### src/rtl/can_bit_stuffer.sv
// CAN bit stuffer: forwards NRZ frame bits to the TX line and inserts a
// complementary stuff bit after STUFF_LEN equal bits inside the stuffing region.
module can_bit_stuffer #(
    parameter  int STUFF_LEN = 5,
    localparam int CNT_W     = $clog2(STUFF_LEN + 1)
) (
    input  logic       clk,
    input  logic       rst_n,
    input  logic       sample_point,
    input  logic       frame_start,
    input  logic       stuff_en,
    input  logic       in_valid,
    input  logic       in_bit,
    output logic       in_ready,
    output logic       out_bit,
    output logic       stuff_active,
    output logic [7:0] stuff_cnt
);

    typedef enum logic [1:0] {
        IDLE,
        SEND,
        STUFF
    } state_e;

    localparam logic [CNT_W-1:0] RUN_MAX = CNT_W'(STUFF_LEN);

    state_e           state_q;
    logic             out_bit_q;
    logic             stuff_active_q;
    logic [7:0]       stuff_cnt_q;
    logic [CNT_W-1:0] run_cnt_q;
    logic             last_bit_q;
    logic             pending_q;

    logic             xfer;
    logic [CNT_W-1:0] run_d;
    logic [7:0]       stuff_cnt_d;
    logic [7:0]       stuff_base;

    assign in_ready     = ~pending_q;
    assign out_bit      = out_bit_q;
    assign stuff_active = stuff_active_q;
    assign stuff_cnt    = stuff_cnt_q;

    assign xfer = sample_point & in_valid & ~pending_q;

    // Run length after accepting in_bit; a new frame always starts a fresh run.
    always_comb begin
        run_d = CNT_W'(1);
        if (!frame_start && (in_bit == last_bit_q)) begin
            if (run_cnt_q >= RUN_MAX) begin
                run_d = RUN_MAX;
            end else begin
                run_d = run_cnt_q + CNT_W'(1);
            end
        end
    end

    // Saturating count of stuff bits emitted in the current frame.
    always_comb begin
        stuff_base  = frame_start ? 8'd0 : stuff_cnt_q;
        stuff_cnt_d = (stuff_base == 8'hFF) ? 8'hFF : stuff_base + 8'd1;
    end

    // Bit-time FSM; every register advances only on a sample point.
    always_ff @(posedge clk or negedge rst_n) begin
        if (!rst_n) begin
            state_q        <= IDLE;
            out_bit_q      <= 1'b1;
            stuff_active_q <= 1'b0;
            stuff_cnt_q    <= 8'd0;
            run_cnt_q      <= '0;
            last_bit_q     <= 1'b1;
            pending_q      <= 1'b0;
        end else if (sample_point) begin
            case (state_q)
                STUFF: begin
                    if (frame_start) begin
                        state_q        <= IDLE;
                        out_bit_q      <= 1'b1;
                        stuff_active_q <= 1'b0;
                        stuff_cnt_q    <= 8'd0;
                        run_cnt_q      <= '0;
                        last_bit_q     <= 1'b1;
                        pending_q      <= 1'b0;
                    end else begin
                        state_q        <= SEND;
                        out_bit_q      <= ~last_bit_q;
                        stuff_active_q <= 1'b1;
                        stuff_cnt_q    <= stuff_cnt_d;
                        run_cnt_q      <= CNT_W'(1);
                        last_bit_q     <= ~last_bit_q;
                        pending_q      <= 1'b0;
                    end
                end
                default: begin
                    if (xfer) begin
                        out_bit_q      <= in_bit;
                        stuff_active_q <= 1'b0;
                        run_cnt_q      <= run_d;
                        last_bit_q     <= in_bit;
                        if (frame_start) begin
                            stuff_cnt_q <= 8'd0;
                        end
                        if (stuff_en && (run_d == RUN_MAX)) begin
                            pending_q <= 1'b1;
                            state_q   <= STUFF;
                        end else begin
                            pending_q <= 1'b0;
                            state_q   <= SEND;
                        end
                    end else begin
                        state_q        <= IDLE;
                        out_bit_q      <= 1'b1;
                        stuff_active_q <= 1'b0;
                        run_cnt_q      <= '0;
                        last_bit_q     <= 1'b1;
                        pending_q      <= 1'b0;
                        if (frame_start) begin
                            stuff_cnt_q <= 8'd0;
                        end
                    end
                end
            endcase
        end
    end

endmodule

### config.mk
export PLATFORM = sky130hd
export DESIGN_NAME = can_bit_stuffer
export DESIGN_NICKNAME = d
export VERILOG_FILES = /design/src/rtl/can_bit_stuffer.sv
export SDC_FILE = /design/constraint.sdc
export NUM_CORES = 1
export LEC_CHECK = 0
export BUFFER_PORTS_ARGS = -buffer_cell sky130_fd_sc_hd__buf_2
export CAP_MARGIN = 40
export CORE_MARGIN = 1.5
export CORE_UTILIZATION = 53
export DETAILED_ROUTE_END_ITERATION = 8
export PLACE_DENSITY = 0.77
export RECOVER_POWER = 25
export SLEW_MARGIN = 40
export SYNTH_ARGS = -nofsm -noshare
export SYNTH_HDL_FRONTEND = slang
export SYNTH_SLANG_ARGS = --single-unit
### constraint.sdc
create_clock -name clk -period 1.9 [get_ports clk]
set_input_delay 0.19 -clock clk [delete_from_list [all_inputs] [get_ports clk]]
set_output_delay 0.19 -clock clk [all_outputs]
set_load 0.01 [all_outputs]
======== Yosys cells after proc, flatten, opt, wreduce, memory -nomap -nowiden ========
Cells that the tools add are included.
word-level totals
  flip-flop bits (word level) ............. 16
  output and inout bits ................... 11
operators by class
  $add $sub $neg .......................... 2
  magnitude comparators ................... 1
  eq/ne operators ......................... 4
  mux-type cells .......................... 21
  bitwise logic cells ..................... 4
  reduce and logical (&&, ||, !) cells .... 3
operators with widths
  kind                                                      number
  two-way mux 8 bit                                         4
  two-way mux 3 bit                                         4
  two-way mux 1 bit                                         10
  adder 8 x 1 -> 8 bit, second input constant               1
  equality test 8 bit, second input constant                1
  two-way mux 2 bit                                         3
  adder 3 x 1 -> 3 bit, second input constant               1
  equality test 3 bit, second input constant                1
  greater-or-equal comparator 3 bit, second input constant  1
  bitwise AND 1 bit                                         2
  equality test 2 bit, second input constant                1
  logical AND 1 bit                                         2
  NOT 1 bit                                                 2
  equality test 1 bit                                       1
  zero test 1 bit                                           1

======== Depth between registers and ports, before layout ========
  word-level depth ........................ 8
  mapped depth ............................ 7
  depth with buffers taken out ............ 5

======== Least setup slack after synthesis ========
Ideal clock, no wire load.
  path kind ............................... reg-to-reg
  start point ............................. register stuff_cnt_q[1] (netlist: stuff_cnt[1])
  end point ............................... register stuff_cnt_q[4] (netlist: stuff_cnt[4])
  library setup time ...................... 0.094 ns
  data arrival time ....................... 1.527 ns
  required time ........................... 1.806 ns
  setup slack ............................. 0.279 ns
  cell stages (with the launch flop) ...... 7
  cells stage by stage .................... dfrtp_1 -> nor2b_1 -> ha_1 -> and4b_1 -> buf_4 -> and3_2 -> a211oi_1
between the ends
  cells in the longest elaborated chain, start to end .. 5
  elaborated cells on any way between the ends .. 6
  those cells by class .................... 1 x add/sub; 1 x eq/ne; 4 x mux
RTL lines
  element                                                             line  text
  start, declared                                                     31    logic [7:0] stuff_cnt_q;
  start signal, assigned                                              91    stuff_cnt_q <= stuff_cnt_d;
  two-way mux 8 bit (*)                                               --
  adder 8 x 1 -> 8 bit / equality test 8 bit (equally long branches)  63    stuff_cnt_d = (stuff_base == 8'hFF) ? 8'hFF : stuff_base + 8'd1;
  two-way mux 8 bit (*)                                               63
  two-way mux 8 bit (*)                                               79    if (frame_start) begin
  two-way mux 8 bit (*)                                               77    case (state_q)
Every way passes the cells marked *; elsewhere a longest branch is shown, timed or not.
A chain may end at the register's enable or synchronous reset.

======== Final worst setup path ========
  start point ............................. register stuff_cnt_q[1] (netlist: stuff_cnt[1])
  end point ............................... register stuff_cnt_q[0] (netlist: stuff_cnt[0])
between the ends
  cells in the longest elaborated chain, start to end .. 5
RTL lines
  element              line
  two-way mux 8 bit    --
  equality test 8 bit  63
  two-way mux 8 bit    63
  two-way mux 8 bit    79
  two-way mux 8 bit    77
Every way passes these cells.

==> results.sh <==
export IMPL_status="completed"
export IMPL_crit_required_ns=2.09
export IMPL_synth_largest_area_cell="dfrtp_1"
export IMPL_clock_fmax_mhz=564.9
export IMPL_antenna_found_initial=0
export IMPL_tns_ns=0
export IMPL_syn_avg_cell_area_um2=9.829
export IMPL_rsz0062_at_grt="false"
export IMPL_async_flop_share_pct=100.0
export IMPL_fin_util_pct=62.93
export IMPL_dominantRegCellSynth="dfrtp_1"
export IMPL_whs_ns=0.1748
export IMPL_cts_buffer_depth=2
export IMPL_holdCritStartpoint="in_bit"
export IMPL_yosysTopAreaCellShare_pct=36.75
export IMPL_finalSetupViolCount=0
export IMPL_synth_cells=97
export IMPL_final_max_slew_viol_count=0
export IMPL_die_h_um=45.42
export IMPL_viasPerCell=6.029
export IMPL_dpl_hpwl_um=1485
export IMPL_hold_path_class="input port to flop"
export IMPL_syn_nets=107
export IMPL_critPathCapture="stuff_cnt[0]"
export IMPL_synth_edf_count=0
export IMPL_syn_cell_area_um2=953.4
export IMPL_initial_utilization_pct=55.82
export IMPL_synth_most_common_cell="dfrtp_1"
export IMPL_skew_ns=0.004362
export IMPL_peakVddDrop_v=0.0004576
export IMPL_seq_area_frac_synth_pct=39.50
export IMPL_grt_total_usage_pct=22.73
export IMPL_overflow=0
export IMPL_arrival_ns=1.96
export IMPL_min_period_ns=1.770
export IMPL_die_x_um=45.42
export IMPL_setup_worst_path_start_class="flop"
export IMPL_fin_nets=126
export IMPL_dr_total_vias=844
export IMPL_critPathKind="flop to flop"
export IMPL_clock_latency_ns=0.29
export IMPL_place_congestion=0.8325
export IMPL_first_iter_violations=33
export IMPL_clk_pin_slew_worst_paths_ns=0.09
export IMPL_wire_per_inst_um=14.81
export IMPL_cts_root_buffer="clkbuf_4"
export IMPL_drcViolationCount=0
export IMPL_ios=18
export IMPL_cts_made_buffers=3
export IMPL_cts_num_sinks=15
export IMPL_grt_max_degree=16
export IMPL_worstMarginPinSlew_ns=0.8023
export IMPL_maxSlewHeadroom_pct=46.52
export IMPL_antenna_left=0
export IMPL_cp_startpoint="stuff_cnt[1]"
export IMPL_powerDensity_nw_per_um2=544.3
export IMPL_synth_area_leaders="dfrtp_1 (37%), a211oi_1 (6.3%), ha_1 (3.9%), a21oi_1 (3.1%), dfstp_2 (2.8%)"
export IMPL_synth_warnings=0
export IMPL_whs_path_depth=3
export IMPL_maxCapViolations=0
export IMPL_dieArea_um2=2063
export IMPL_crit_fanout=9
export IMPL_min_period_over_period_pct=93.17
export IMPL_drt_pass1_iter_count=6
export IMPL_grt_pass1_wl_um=3284
export IMPL_timing_rr_end="stuff_cnt[0]"
export IMPL_cts_setup_buffers=0
export IMPL_layout_drive_gt1_share_pct=21.74
export IMPL_numPortBuffers=17
export IMPL_h_tree_depth=1
export IMPL_regToRegSetupSlack_ns=0.13
export IMPL_synth_seq_cells=15
export IMPL_synth_distinct_cells=42
export IMPL_r2r_cells=5
export IMPL_r2r_start="stuff_cnt[1]"
export IMPL_cts_tree="done"
export IMPL_area_delta_synth_final_pct=12.73
export IMPL_synth_commonest_cells="dfrtp_1 (14), a211oi_1 (8), inv_1 (7), a21oi_1 (6)"
export IMPL_worstSetupEndpointType="flop"
export IMPL_final_hold_viol_count=0
export IMPL_post_cts_resized=0
export IMPL_n_antenna_cell=0
export IMPL_core_um2=1708
export IMPL_grt_pass1_vias=725
export IMPL_power_leakage_nw=0.4889
export IMPL_drt_wl_total_um=2073
export IMPL_placementRows=15
## area by class of cell
cell class | count | area [um2]
Fill cell | 146 | 633.1
Multi-Input combinational cell | 71 | 520.5
Sequential cell | 15 | 376.6
Timing Repair Buffer | 18 | 93.84
Tap cell | 25 | 31.28
Clock buffer | 4 | 26.28
Inverter | 7 | 26.28
## metrics by stage
step / worst slack (ns) / instance area (um2) / total power [mW] / std cells
floorplan: 0.2787 / 953.4 / 0.3819 / 97
global placement: 0.2092 / 1040 / 0.4030 / 135
detailed placement: 0.1940 / 1040 / 0.4052 / 135
CTS: 0.1629 / 1076 / 0.5936 / 140
global route: 0.02994 / 1075 / 0.6165 / 140
finish: 0.1298 / 1075 / 0.5850 / 140
## power by group
part / internal (mW) / switching, mW / leakage (nW)
logic: 0.0249 / 0.0400 / 0.272
registers: 0.328 / 0.00826 / 0.202
clock network: 0.0818 / 0.103 / 0.0150
total: 0.434 / 0.151 / 0.489
## cells in the final DEF (no fill, tap or decap), types with 2 or more instances in the layout
cell	count
nor2_1	4
or3_1	2
clkbuf_1	2
ha_1	3
buf_2	16
nor2b_1	3
inv_1	7
nand2_1	3
a21oi_1	6
nor3_1	2
nand2b_1	3
clkbuf_4	3
a41oi_1	2
o21ai_0	2
and4b_1	2
and4_1	2
nor4bb_1	2
a211oi_1	8
dfrtp_1	14
nand3_1	2
nor4_1	4
and3_2	2
## worst min path at each step
stage	to	slack, ns
2_1_floorplan	run_cnt_q[0]	-0.11
4_1_cts	last_bit_q	0.17
3_5_place_dp	stuff_active	0.11
3_3_place_gp	stuff_active	0.11
5_1_grt	last_bit_q	0.17
6_report	last_bit_q	0.17
## registers in the layout, indices dropped and copies added (netlist names)
name          flops
last_bit_q        1
run_cnt_q         3
state_q           2
stuff_active      1
stuff_cnt         8
## logic make-up (layout without fill, tap and decap cells)
logic type | after synthesis | in the layout | synth area share (%)
AOI/OAI and AO/OA | 29 | 29 | 21.79
and+or+nand+nor | 38 | 38 | 27.95
DFF | 15 | 15 | 39.50
adders and majority gates | 3 | 3 | 3.937
buffers and inverters | 11 | 29 | 5.905
xor gates and xnor gates | 1 | 1 | 0.9188
## critical path, stage by stage (launching register included)
cell	delay [ns]
dfrtp_1	0.41
nor2b_1	0.21
ha_1	0.20
and4b_1	0.38
a21oi_1	0.17
a311oi_1	0.30
## routing by layer
layer	wire, um	share of wire, %	track usage (%)
met1	1036	50	31.66
met2	910	44	31.83
met3	88	4.2	7.143
met4	38	1.8	10.59
met5	0	0	0
## repair_timing
action / 4_1_cts / 5_1_grt
endpoints found under the setup margin: 0 / 0
hold buffers: 1 / 0
endpoints found under the hold margin: 14 / 0
No activity file was read; power rests on OpenSTA's default activity.
